File: src/rtl/alu_seq_if.sv
// Operation codes and the request/result bundle for the sequential ALU.
package alu_seq_pkg;
  typedef enum logic [2:0] {
    OP_SLL = 3'd0,
    OP_SRL = 3'd1,
    OP_ADD = 3'd2,
    OP_SUB = 3'd3,
    OP_LSW = 3'd4,
    OP_CLR = 3'd5,
    OP_EMK = 3'd6,
    OP_INC = 3'd7
  } op_e;
endpackage

interface alu_seq_if #(
  parameter int WIDTH = 8
);
  import alu_seq_pkg::*;

  logic             in_valid;
  logic             in_ready;
  op_e              op;
  logic [WIDTH-1:0] a;
  logic [WIDTH-1:0] b;
  logic             out_valid;
  logic             out_ready;
  logic [WIDTH-1:0] result;
  logic [3:0]       flags;

  modport master (
    output in_valid, op, a, b, out_ready,
    input  in_ready, out_valid, result, flags
  );

  modport slave (
    input  in_valid, op, a, b, out_ready,
    output in_ready, out_valid, result, flags
  );
endinterface

File: src/rtl/alu_seq.sv
// Sequential ALU: one operation in flight, valid/ready on both sides,
// shifts either iterative (one bit per cycle) or barrel (single cycle).
module alu_seq
  import alu_seq_pkg::*;
#(
  parameter int WIDTH  = 8,
  parameter int BARREL = 0
) (
  input  logic       clk,
  input  logic       reset_n,
  alu_seq_if.slave   bus
);

  localparam int SHW = $clog2(WIDTH);

  typedef enum logic [1:0] {
    S_IDLE  = 2'd0,
    S_SHIFT = 2'd1,
    S_DONE  = 2'd2
  } state_e;

  state_e           state_q, state_d;
  logic             in_ready_q, in_ready_d;
  logic             out_valid_q, out_valid_d;
  logic [WIDTH-1:0] result_q, result_d;
  logic [3:0]       flags_q, flags_d;
  logic [SHW-1:0]   cnt_q, cnt_d;
  logic [WIDTH-1:0] work_q, work_d;
  logic             left_q, left_d;

  // Shift by s with zero fill; returns {last bit shifted out, shifted value}.
  function automatic logic [WIDTH:0] shift_fn(input logic [WIDTH-1:0] v,
                                              input logic [SHW-1:0]   s,
                                              input logic             to_left);
    logic [WIDTH:0] ext;
    if (to_left) begin
      ext = {1'b0, v} << s;
      return {ext[WIDTH], ext[WIDTH-1:0]};
    end else begin
      ext = {v, 1'b0} >> s;
      return {ext[0], ext[WIDTH:1]};
    end
  endfunction

  // Single-cycle evaluation of every op; returns {C, V, result}.
  function automatic logic [WIDTH+1:0] arith_fn(input op_e              opc,
                                                input logic [WIDTH-1:0] x,
                                                input logic [WIDTH-1:0] y);
    logic        [WIDTH:0]   usum;
    logic signed [WIDTH:0]   ssum;
    logic        [WIDTH-1:0] mask;
    logic        [WIDTH:0]   sh;
    usum = '0;
    ssum = '0;
    mask = ~({WIDTH{1'b1}} << y[SHW-1:0]);
    sh   = '0;
    case (opc)
      OP_SLL, OP_SRL: begin
        sh = shift_fn(x, y[SHW-1:0], opc == OP_SLL);
        return {sh[WIDTH], 1'b0, sh[WIDTH-1:0]};
      end
      OP_ADD: begin
        usum = {1'b0, x} + {1'b0, y};
        ssum = $signed({x[WIDTH-1], x}) + $signed({y[WIDTH-1], y});
        return {usum[WIDTH], ssum[WIDTH] ^ ssum[WIDTH-1], usum[WIDTH-1:0]};
      end
      OP_SUB: begin
        // The extended difference goes negative exactly when a borrow occurs.
        usum = {1'b0, x} - {1'b0, y};
        ssum = $signed({x[WIDTH-1], x}) - $signed({y[WIDTH-1], y});
        return {~usum[WIDTH], ssum[WIDTH] ^ ssum[WIDTH-1], usum[WIDTH-1:0]};
      end
      OP_INC: begin
        usum = {1'b0, x} + {{WIDTH{1'b0}}, 1'b1};
        ssum = $signed({x[WIDTH-1], x}) + $signed({{WIDTH{1'b0}}, 1'b1});
        return {usum[WIDTH], ssum[WIDTH] ^ ssum[WIDTH-1], usum[WIDTH-1:0]};
      end
      OP_LSW:  return {2'b00, y};
      OP_EMK:  return {2'b00, x & mask};
      default: return '0;
    endcase
  endfunction

  function automatic logic [3:0] mk_flags(input logic [WIDTH-1:0] r,
                                          input logic             c,
                                          input logic             v);
    return {r[WIDTH-1], (r == '0), c, v};
  endfunction

  // Next-state, work register and result computation.
  always_comb begin
    logic [WIDTH+1:0] alu;
    logic [WIDTH:0]   sh;
    logic             is_shift;
    state_d  = state_q;
    result_d = result_q;
    flags_d  = flags_q;
    cnt_d    = cnt_q;
    work_d   = work_q;
    left_d   = left_q;
    alu      = '0;
    sh       = '0;
    is_shift = (bus.op == OP_SLL) || (bus.op == OP_SRL);
    case (state_q)
      S_IDLE: begin
        if (bus.in_valid) begin
          // A zero shift amount finishes like a barrel shift, keeping latency at shamt+1.
          if (is_shift && (BARREL == 0) && (bus.b[SHW-1:0] != '0)) begin
            work_d  = bus.a;
            cnt_d   = bus.b[SHW-1:0];
            left_d  = (bus.op == OP_SLL);
            state_d = S_SHIFT;
          end else begin
            alu      = arith_fn(bus.op, bus.a, bus.b);
            result_d = alu[WIDTH-1:0];
            flags_d  = mk_flags(alu[WIDTH-1:0], alu[WIDTH+1], alu[WIDTH]);
            state_d  = S_DONE;
          end
        end
      end
      S_SHIFT: begin
        sh     = shift_fn(work_q, SHW'(1), left_q);
        work_d = sh[WIDTH-1:0];
        cnt_d  = cnt_q - SHW'(1);
        if (cnt_q == SHW'(1)) begin
          result_d = sh[WIDTH-1:0];
          flags_d  = mk_flags(sh[WIDTH-1:0], sh[WIDTH], 1'b0);
          state_d  = S_DONE;
        end
      end
      S_DONE: begin
        if (bus.out_ready) state_d = S_IDLE;
      end
      default: state_d = S_IDLE;
    endcase
    in_ready_d  = (state_d == S_IDLE);
    out_valid_d = (state_d == S_DONE);
  end

  // State and output registers; reset clears everything, dropping any op in flight.
  always_ff @(posedge clk or negedge reset_n) begin
    if (!reset_n) begin
      state_q     <= S_IDLE;
      in_ready_q  <= 1'b1;
      out_valid_q <= 1'b0;
      result_q    <= '0;
      flags_q     <= '0;
      cnt_q       <= '0;
      work_q      <= '0;
      left_q      <= 1'b0;
    end else begin
      state_q     <= state_d;
      in_ready_q  <= in_ready_d;
      out_valid_q <= out_valid_d;
      result_q    <= result_d;
      flags_q     <= flags_d;
      cnt_q       <= cnt_d;
      work_q      <= work_d;
      left_q      <= left_d;
    end
  end

  assign bus.in_ready  = in_ready_q;
  assign bus.out_valid = out_valid_q;
  assign bus.result    = result_q;
  assign bus.flags     = flags_q;

endmodule

File: src/flat_wrapper.sv
// flat-port wrapper written by rule: the top's interface ports become plain ports
module alu_seq_flat import alu_seq_pkg::*;
#(
  parameter int WIDTH  = 8,
  parameter int BARREL = 0
)
  (clk, reset_n, bus_in_valid, bus_op, bus_a, bus_b, bus_out_ready, bus_in_ready, bus_out_valid, bus_result, bus_flags);
  alu_seq_if #(.WIDTH(WIDTH)) bus_i ();
  input  logic clk;
  input  logic reset_n;
  input wire logic [$bits(bus_i.in_valid)-1:0] bus_in_valid;
  input wire logic [$bits(bus_i.op)-1:0] bus_op;
  input wire logic [$bits(bus_i.a)-1:0] bus_a;
  input wire logic [$bits(bus_i.b)-1:0] bus_b;
  input wire logic [$bits(bus_i.out_ready)-1:0] bus_out_ready;
  output wire logic [$bits(bus_i.in_ready)-1:0] bus_in_ready;
  output wire logic [$bits(bus_i.out_valid)-1:0] bus_out_valid;
  output wire logic [$bits(bus_i.result)-1:0] bus_result;
  output wire logic [$bits(bus_i.flags)-1:0] bus_flags;
  assign bus_i.in_valid = bus_in_valid;
  assign bus_i.op = bus_op;
  assign bus_i.a = bus_a;
  assign bus_i.b = bus_b;
  assign bus_i.out_ready = bus_out_ready;
  assign bus_in_ready = bus_i.in_ready;
  assign bus_out_valid = bus_i.out_valid;
  assign bus_result = bus_i.result;
  assign bus_flags = bus_i.flags;
  alu_seq #(.WIDTH(WIDTH), .BARREL(BARREL)) u_core (.clk(clk), .reset_n(reset_n), .bus(bus_i));
endmodule
File: config.mk
export PLATFORM = sky130hd
export DESIGN_NAME = alu_seq_flat
export DESIGN_NICKNAME = d
export VERILOG_FILES = /design/src/rtl/alu_seq_if.sv /design/src/rtl/alu_seq.sv /design/src/flat_wrapper.sv
export SDC_FILE = /design/constraint.sdc
export NUM_CORES = 1
export LEC_CHECK = 0
export ABC_AREA = 1
export BUFFER_PORTS_ARGS = -buffer_cell sky130_fd_sc_hd__buf_2
export CORE_MARGIN = 10
export CORE_UTILIZATION = 61
export DETAILED_ROUTE_END_ITERATION = 6
export PLACE_DENSITY = 0.83
export SETUP_SLACK_MARGIN = 0.05
export SKIP_LAST_GASP = 1
export SLEW_MARGIN = 20
export SYNTH_ARGS = -nofsm -noshare
export SYNTH_HDL_FRONTEND = slang
export SYNTH_SLANG_ARGS = --single-unit
File: constraint.sdc
create_clock -name clk -period 3.5 [get_ports clk]
set_input_delay 0.35 -clock clk [delete_from_list [all_inputs] [get_ports clk]]
set_output_delay 0.35 -clock clk [all_outputs]
set_load 0.03 [all_outputs]
==> Word-level counts from Yosys, hierarchy flattened <==
Index checks and enable logic that the tools add are counted.
{ "word_totals": {"out_inout_bits": 14, "reg_bits": 28} }
{ "op_classes": {"shifts": 3, "addsub": 7, "n_reduce_logical": 13, "n_mux": 26, "bitwise_logic": 6, "n_eq_ne": 14} }
{ "ops": {"columns": ["cell", "n"], "rows": [
  ["10-bit case mux with 6 select lines", 1],
  ["8-bit 2-to-1 mux", 5],
  ["8-bit case mux with 2 select lines", 2],
  ["10-bit 2-to-1 mux", 3],
  ["9-bit 2-to-1 mux", 3],
  ["8-bit by 8-bit adder with 9-bit output", 2],
  ["8-bit by 8-bit subtractor with 9-bit output", 2],
  ["8-bit logical NOT", 2],
  ["4-bit 2-to-1 mux", 3],
  ["8-bit by 1-bit adder with 9-bit output (second input constant)", 1],
  ["8-bit by 2-bit adder with 9-bit output (second input constant)", 1],
  ["3-bit == test (second input constant)", 3],
  ["8-bit by 3-bit left shift with 9-bit output", 1],
  ["9-bit by 3-bit right shift with 9-bit output", 1],
  ["8-bit bitwise AND", 1],
  ["2-bit 2-to-1 mux", 4],
  ["8-bit inverter", 1],
  ["4-bit case mux with 2 select lines", 1],
  ["8-bit by 3-bit left shift with 8-bit output (first input constant)", 1],
  ["3-bit by 1-bit == test with 1-bit output (second input constant)", 2],
  ["3-bit by 2-bit == test with 1-bit output (second input constant)", 2],
  ["3-bit 2-to-1 mux", 2],
  ["2-bit case mux with 3 select lines", 1],
  ["3-bit case mux with 2 select lines", 1],
  ["other kinds (16)", 23]
]} }

==> Logic depth before layout (Yosys ltp) <==
{ "logic_depth": {"ltp_word": 11, "depth_mapped": 18, "depth_no_buf": 18} }

==> Worst setup path after synthesis <==
Ideal clock, no wire load.
{ "synth_path": {"kind": "input to register", "from": "input bus_b[1]", "to": "register u_core.flags_q[2] (netlist: u_core.bus.flags[2])", "setup_time_ns": 0.071, "stages": 14, "t_required_ns": 3.429, "slack_ns": 1.361, "t_arrival_ns": 2.068, "path_cell_list": "buf_6 inv_4 buf_6 fa_1 or2_2 nand3_1 o21ai_0 nor3_1 nand2_1 nor2_1 nand3_1 nor2_1 nor2_1 nor2_1"} }
{ "synth_via": {"elab_chain_cells": 11, "elab_cells_between_ends": 20, "cone_classes": "add/sub: 2; eq/ne: 1; shift: 3; mux: 8; bitwise: 2; reduce/logical: 4"} }
{ "synth_lines": {"columns": ["element", "line", "text"], "rows": [
  ["from (decl)", "flat_wrapper.sv:14", "input wire logic [$bits(bus_i.b)-1:0] bus_b;"],
  ["parallel branches: the longest is 11 deep, another holds 8-bit by 8-bit subtractor with 9-bit output", null, null],
  ["to (signal assigned)", "alu_seq.sv:156", "flags_q <= flags_d;"],
  ["to (decl)", "alu_seq.sv:26", "logic [3:0] flags_q, flags_d;"]
]} }
Parallel ways; which one is timed is not known. The select of a mux whose other input is x is not followed.
A chain may end at the register's enable or synchronous reset.

==> Worst setup path in the final report <==
{ "layout_path": {"from": "input bus_b[2]", "to": "register u_core.flags_q[2] (netlist: u_core.bus.flags[2])"} }
Same word-level chain as after synthesis.

==> results.toml <==
[run_status]
status = "finished clean"

[cts]
post_cts.repair.setup_buffers = 0
ctsLongestPathBuffers = 2
cts_hold_buf = 0
cts.root.buffer_cell = "sky130_fd_sc_hd__clkbuf_8"
cts.sink_count = 27
clock_tree_from_tritoncts = "built"
clkTransAtPathRegs_ps = 90
worst_skew_pair.late_latency_ps = 260
ctsHtreeMaxLevel = 1
tritoncts.num_buffers = 3
count_of_cells_resized_by_post_cts_repair = 0

[floorplan]
die_area_um2 = 8876
placeableCoreArea_um2 = 5238
fp-row-count = 26
design.portCount = 37
initial_utilization = 0.6414
die-height_um = 94.21
die-width_um = 94.21

[drt]
drt_pass1_iterations = 6
avgRoutedWirePerCell_um = 15.07
postRouteAntennaNets = 0
drt_iter0_drc = 398
finalWirelength_um = 10150
drt-vias-per-instance = 5.825
dr_drc_count = 0
vias = 3920

[global_routing]
grt_max_degree = 28
grt_antenna_before_repair = 0
grt.total_usage = 0.2254
grt_pass1_vias = 3522
grt_overflow_total = 0
grt_first_pass_wirelength_um = 16660

[synth]
syn_inst = 581
netlist_area_um2 = 3359
synth_seq_cells = 27
syn_area_per_cell_um2 = 5.782
synth.net_count = 627
seq_area_frac_synth = 0.2015
total_number_of_yosys_warnings = 0
netlist-cell-type-count = 35

[placement]
placed_cell_area_um2 = 3515
io_port_bufs = 36
place_hpwl_um = 8004
place_worst_setup_slack_ps = 999.2
gpl.final_weighted_congestion = 0.9760

[pwr]
internal_power_mw = 0.8297
pwr-share-seq = 0.329
ir_drop_v = 0.0003152
clkPwrFrac = 0.100
pd_cells_nw_per_um2 = 478.9
pwr-share-comb = 0.571
p_leak_nw = 1.974
sw_frac_of_total = 0.5133
p_sw_mw = 0.8749

[timing]
final.period_utilization = 0.6641
worst-slew-pin-transition_ps = 600.7
rsz0062_at_grt = "false"
relative_slew_slack = 0.5996
maxClockFrequency_ghz = 0.4302
timing.final.hold_violations = 0
postLayoutSetupSlackWorst_ps = 1175
final_period_minus_worst_setup_slack_ps = 2325
timing.final.max_slew_violations = 0
setup-violations-final = 0
clock_skew_ps = 2.909
tns_ps = 0

[final_layout]
design.final.nets = 650
design_area_um2 = 3560
layout-drive-gt1-share = 0.1144
area_added_between_synthesis_and_finish_pct = 5.959
antennaDiodeCount = 0

[setup_path]
crit_type = "input port to register"
worstSetupStartpointType = "input port"
worstPathRequired_ps = 3700
crit_fanout = 20
critical_path.reg2reg.startpoint = "u_core.state_q[0]$_DFF_PN0_"
rr_worst_depth = 9
worstReg2RegEnd = "u_core.bus.flags[1]$_DFFE_PN0P_"
startpoint = "bus_b[2]"
timing.critical_path.to = "u_core.bus.flags[2]$_DFFE_PN0P_"
endpoint_kind = "register"
reg2reg_setup_slack_ps = 1340
crit_arrival_ps = 2530

[hold_path]
hp-class = "input port to async pin"

[job]
max_cap_viol_count = 0
## area by class of cell
class                   instances  area (um2)
multi-input cells             459        2275
flip-flops and latches         27       676.9
repair buffers                 37       187.7
inverters                      76       287.8
fillers                       510        1678
clock buffers                   4       45.04
well taps                      70       87.58
## critical path, cell delays in order
cell                      delay (ps)
sky130_fd_sc_hd__buf_2           360
sky130_fd_sc_hd__inv_2           150
sky130_fd_sc_hd__ha_1            420
sky130_fd_sc_hd__nand2_1         120
sky130_fd_sc_hd__nand3_1         110
sky130_fd_sc_hd__nand2_1          90
sky130_fd_sc_hd__nand2_1          50
sky130_fd_sc_hd__nand3_1          60
sky130_fd_sc_hd__nand2_1          70
sky130_fd_sc_hd__nor3_1          350
sky130_fd_sc_hd__nand3_1         120
sky130_fd_sc_hd__nor2_1          120
sky130_fd_sc_hd__nor2_1           40
sky130_fd_sc_hd__nor2_1           80
## cell usage after synthesis
| cell | instances | area share |
|---|---|---|
| sky130_fd_sc_hd__a21oi_1 | 17 | 0.025 |
| sky130_fd_sc_hd__a21oi_2 | 3 | 0.0078 |
| sky130_fd_sc_hd__a22oi_1 | 2 | 0.0045 |
| sky130_fd_sc_hd__a311oi_1 | 1 | 0.0026 |
| sky130_fd_sc_hd__a31oi_1 | 6 | 0.011 |
| sky130_fd_sc_hd__buf_2 | 6 | 0.0089 |
| sky130_fd_sc_hd__buf_4 | 3 | 0.0067 |
| sky130_fd_sc_hd__buf_6 | 4 | 0.013 |
| sky130_fd_sc_hd__clkbuf_1 | 6 | 0.0067 |
| sky130_fd_sc_hd__dfrtp_1 | 26 | 0.19 |
| sky130_fd_sc_hd__dfstp_2 | 1 | 0.0078 |
| sky130_fd_sc_hd__fa_1 | 2 | 0.012 |
| sky130_fd_sc_hd__ha_1 | 21 | 0.078 |
| sky130_fd_sc_hd__inv_1 | 70 | 0.078 |
| sky130_fd_sc_hd__inv_2 | 5 | 0.0056 |
| sky130_fd_sc_hd__inv_4 | 1 | 0.0019 |
| sky130_fd_sc_hd__nand2_1 | 199 | 0.22 |
| sky130_fd_sc_hd__nand2_2 | 4 | 0.0074 |
| sky130_fd_sc_hd__nand3_1 | 64 | 0.095 |
| sky130_fd_sc_hd__nand3_2 | 5 | 0.015 |
| sky130_fd_sc_hd__nand4_1 | 6 | 0.011 |
| sky130_fd_sc_hd__nor2_1 | 64 | 0.072 |
| sky130_fd_sc_hd__nor2_2 | 6 | 0.011 |
| sky130_fd_sc_hd__nor2_4 | 2 | 0.0067 |
| sky130_fd_sc_hd__nor3_1 | 7 | 0.010 |
| sky130_fd_sc_hd__nor4_1 | 1 | 0.0019 |
| sky130_fd_sc_hd__o2111ai_1 | 2 | 0.0052 |
| sky130_fd_sc_hd__o211ai_1 | 4 | 0.0089 |
| sky130_fd_sc_hd__o21ai_0 | 32 | 0.048 |
| sky130_fd_sc_hd__o21ai_1 | 5 | 0.0074 |
| sky130_fd_sc_hd__o22ai_1 | 1 | 0.0019 |
| sky130_fd_sc_hd__o31ai_1 | 2 | 0.0045 |
| sky130_fd_sc_hd__or2_2 | 1 | 0.0019 |
| sky130_fd_sc_hd__or2_4 | 1 | 0.0026 |
| sky130_fd_sc_hd__xnor2_1 | 1 | 0.0026 |
## registers in the layout, summed over array words and instances (netlist names)
| name | count |
|---|---|
| u_core.bus.flags | 4 |
| u_core.bus.in_ready | 1 |
| u_core.bus.out_valid | 1 |
| u_core.bus.result | 7 |
| u_core.cnt_q | 3 |
| u_core.left_q | 1 |
| u_core.state_q | 2 |
| u_core.work_q | 8 |
## power groups by stage
stage                     logic [mW]  clock network (mW)  registers [mW]
after floorplan                0.588                   0           0.675
after global placement         0.941                   0           0.558
after detailed placement       0.964                   0           0.565
after CTS                      0.967               0.176           0.559
after global routing            1.09               0.185           0.583
final                          0.974               0.171           0.560
## logic make-up after synthesis
kind of cell             after synthesis  share of synthesized area
adder cells (fa/ha/maj)               23                    0.09013
buffers and inverters                 95                     0.1214
XOR/XNOR                               1                   0.002608
AO/OA/AOI/OAI                         75                     0.1270
flip-flops                            27                     0.2015
AND/OR/NAND/NOR                      360                     0.4574
## cells in the final DEF, fill, tap and decap left out
cell type	instances
sky130_fd_sc_hd__nand2_1	199
sky130_fd_sc_hd__inv_1	70
sky130_fd_sc_hd__nor2_1	64
sky130_fd_sc_hd__nand3_1	64
sky130_fd_sc_hd__buf_2	36
sky130_fd_sc_hd__o21ai_0	32
sky130_fd_sc_hd__dfrtp_1	26
sky130_fd_sc_hd__ha_1	21
sky130_fd_sc_hd__a21oi_1	17
sky130_fd_sc_hd__nor3_1	7
sky130_fd_sc_hd__nor2_2	6
sky130_fd_sc_hd__a31oi_1	6
sky130_fd_sc_hd__nand4_1	6
sky130_fd_sc_hd__inv_2	5
sky130_fd_sc_hd__nand3_2	5
sky130_fd_sc_hd__o21ai_1	5
sky130_fd_sc_hd__nand2_2	4
sky130_fd_sc_hd__o211ai_1	4
sky130_fd_sc_hd__a21oi_2	3
sky130_fd_sc_hd__clkbuf_8	3
sky130_fd_sc_hd__nor2_4	2
sky130_fd_sc_hd__o31ai_1	2
sky130_fd_sc_hd__a22oi_1	2
sky130_fd_sc_hd__o2111ai_1	2
sky130_fd_sc_hd__fa_1	2
sky130_fd_sc_hd__inv_4	1
sky130_fd_sc_hd__or2_4	1
sky130_fd_sc_hd__or2_2	1
sky130_fd_sc_hd__xnor2_1	1
sky130_fd_sc_hd__o22ai_1	1
sky130_fd_sc_hd__nor4_1	1
sky130_fd_sc_hd__a311oi_1	1
sky130_fd_sc_hd__clkbuf_1	1
sky130_fd_sc_hd__buf_4	1
sky130_fd_sc_hd__dfstp_2	1
## stage by stage
stage	hold slack, ps	cells	power [mW]	util
after global placement	383.0	669	1.499	0.6710
after floorplan	54.41	581	1.263	-
final	82.60	673	1.705	0.6796
after global routing	120.9	673	1.857	0.6796
after detailed placement	388.0	669	1.529	0.6710
after CTS	99.31	673	1.701	0.6796
## layer usage
layer,up-vias,wire length [um],global-route usage
met5,-,0,0
met4,0,368,0.08608
met3,33,878,0.02318
met2,217,4634,0.3678
met1,1770,4263,0.2959
li1,1900,-,-
## worst min path at each step
stage                        from                          endpoint  slack [ps]  cells after the start
after CTS                 reset_n      u_core.work_q[3]$_DFFE_PN0P_         100                      1
after global routing      reset_n      u_core.work_q[3]$_DFFE_PN0P_         120                      1
after global placement    reset_n      u_core.work_q[3]$_DFFE_PN0P_         380                      1
after floorplan           reset_n   u_core.bus.flags[0]$_DFFE_PN0P_          50                      0
after detailed placement  reset_n      u_core.work_q[3]$_DFFE_PN0P_         390                      1
final                     reset_n  u_core.bus.result[6]$_DFFE_PN0P_          80                      1
Power figures use the tool's default switching activity.
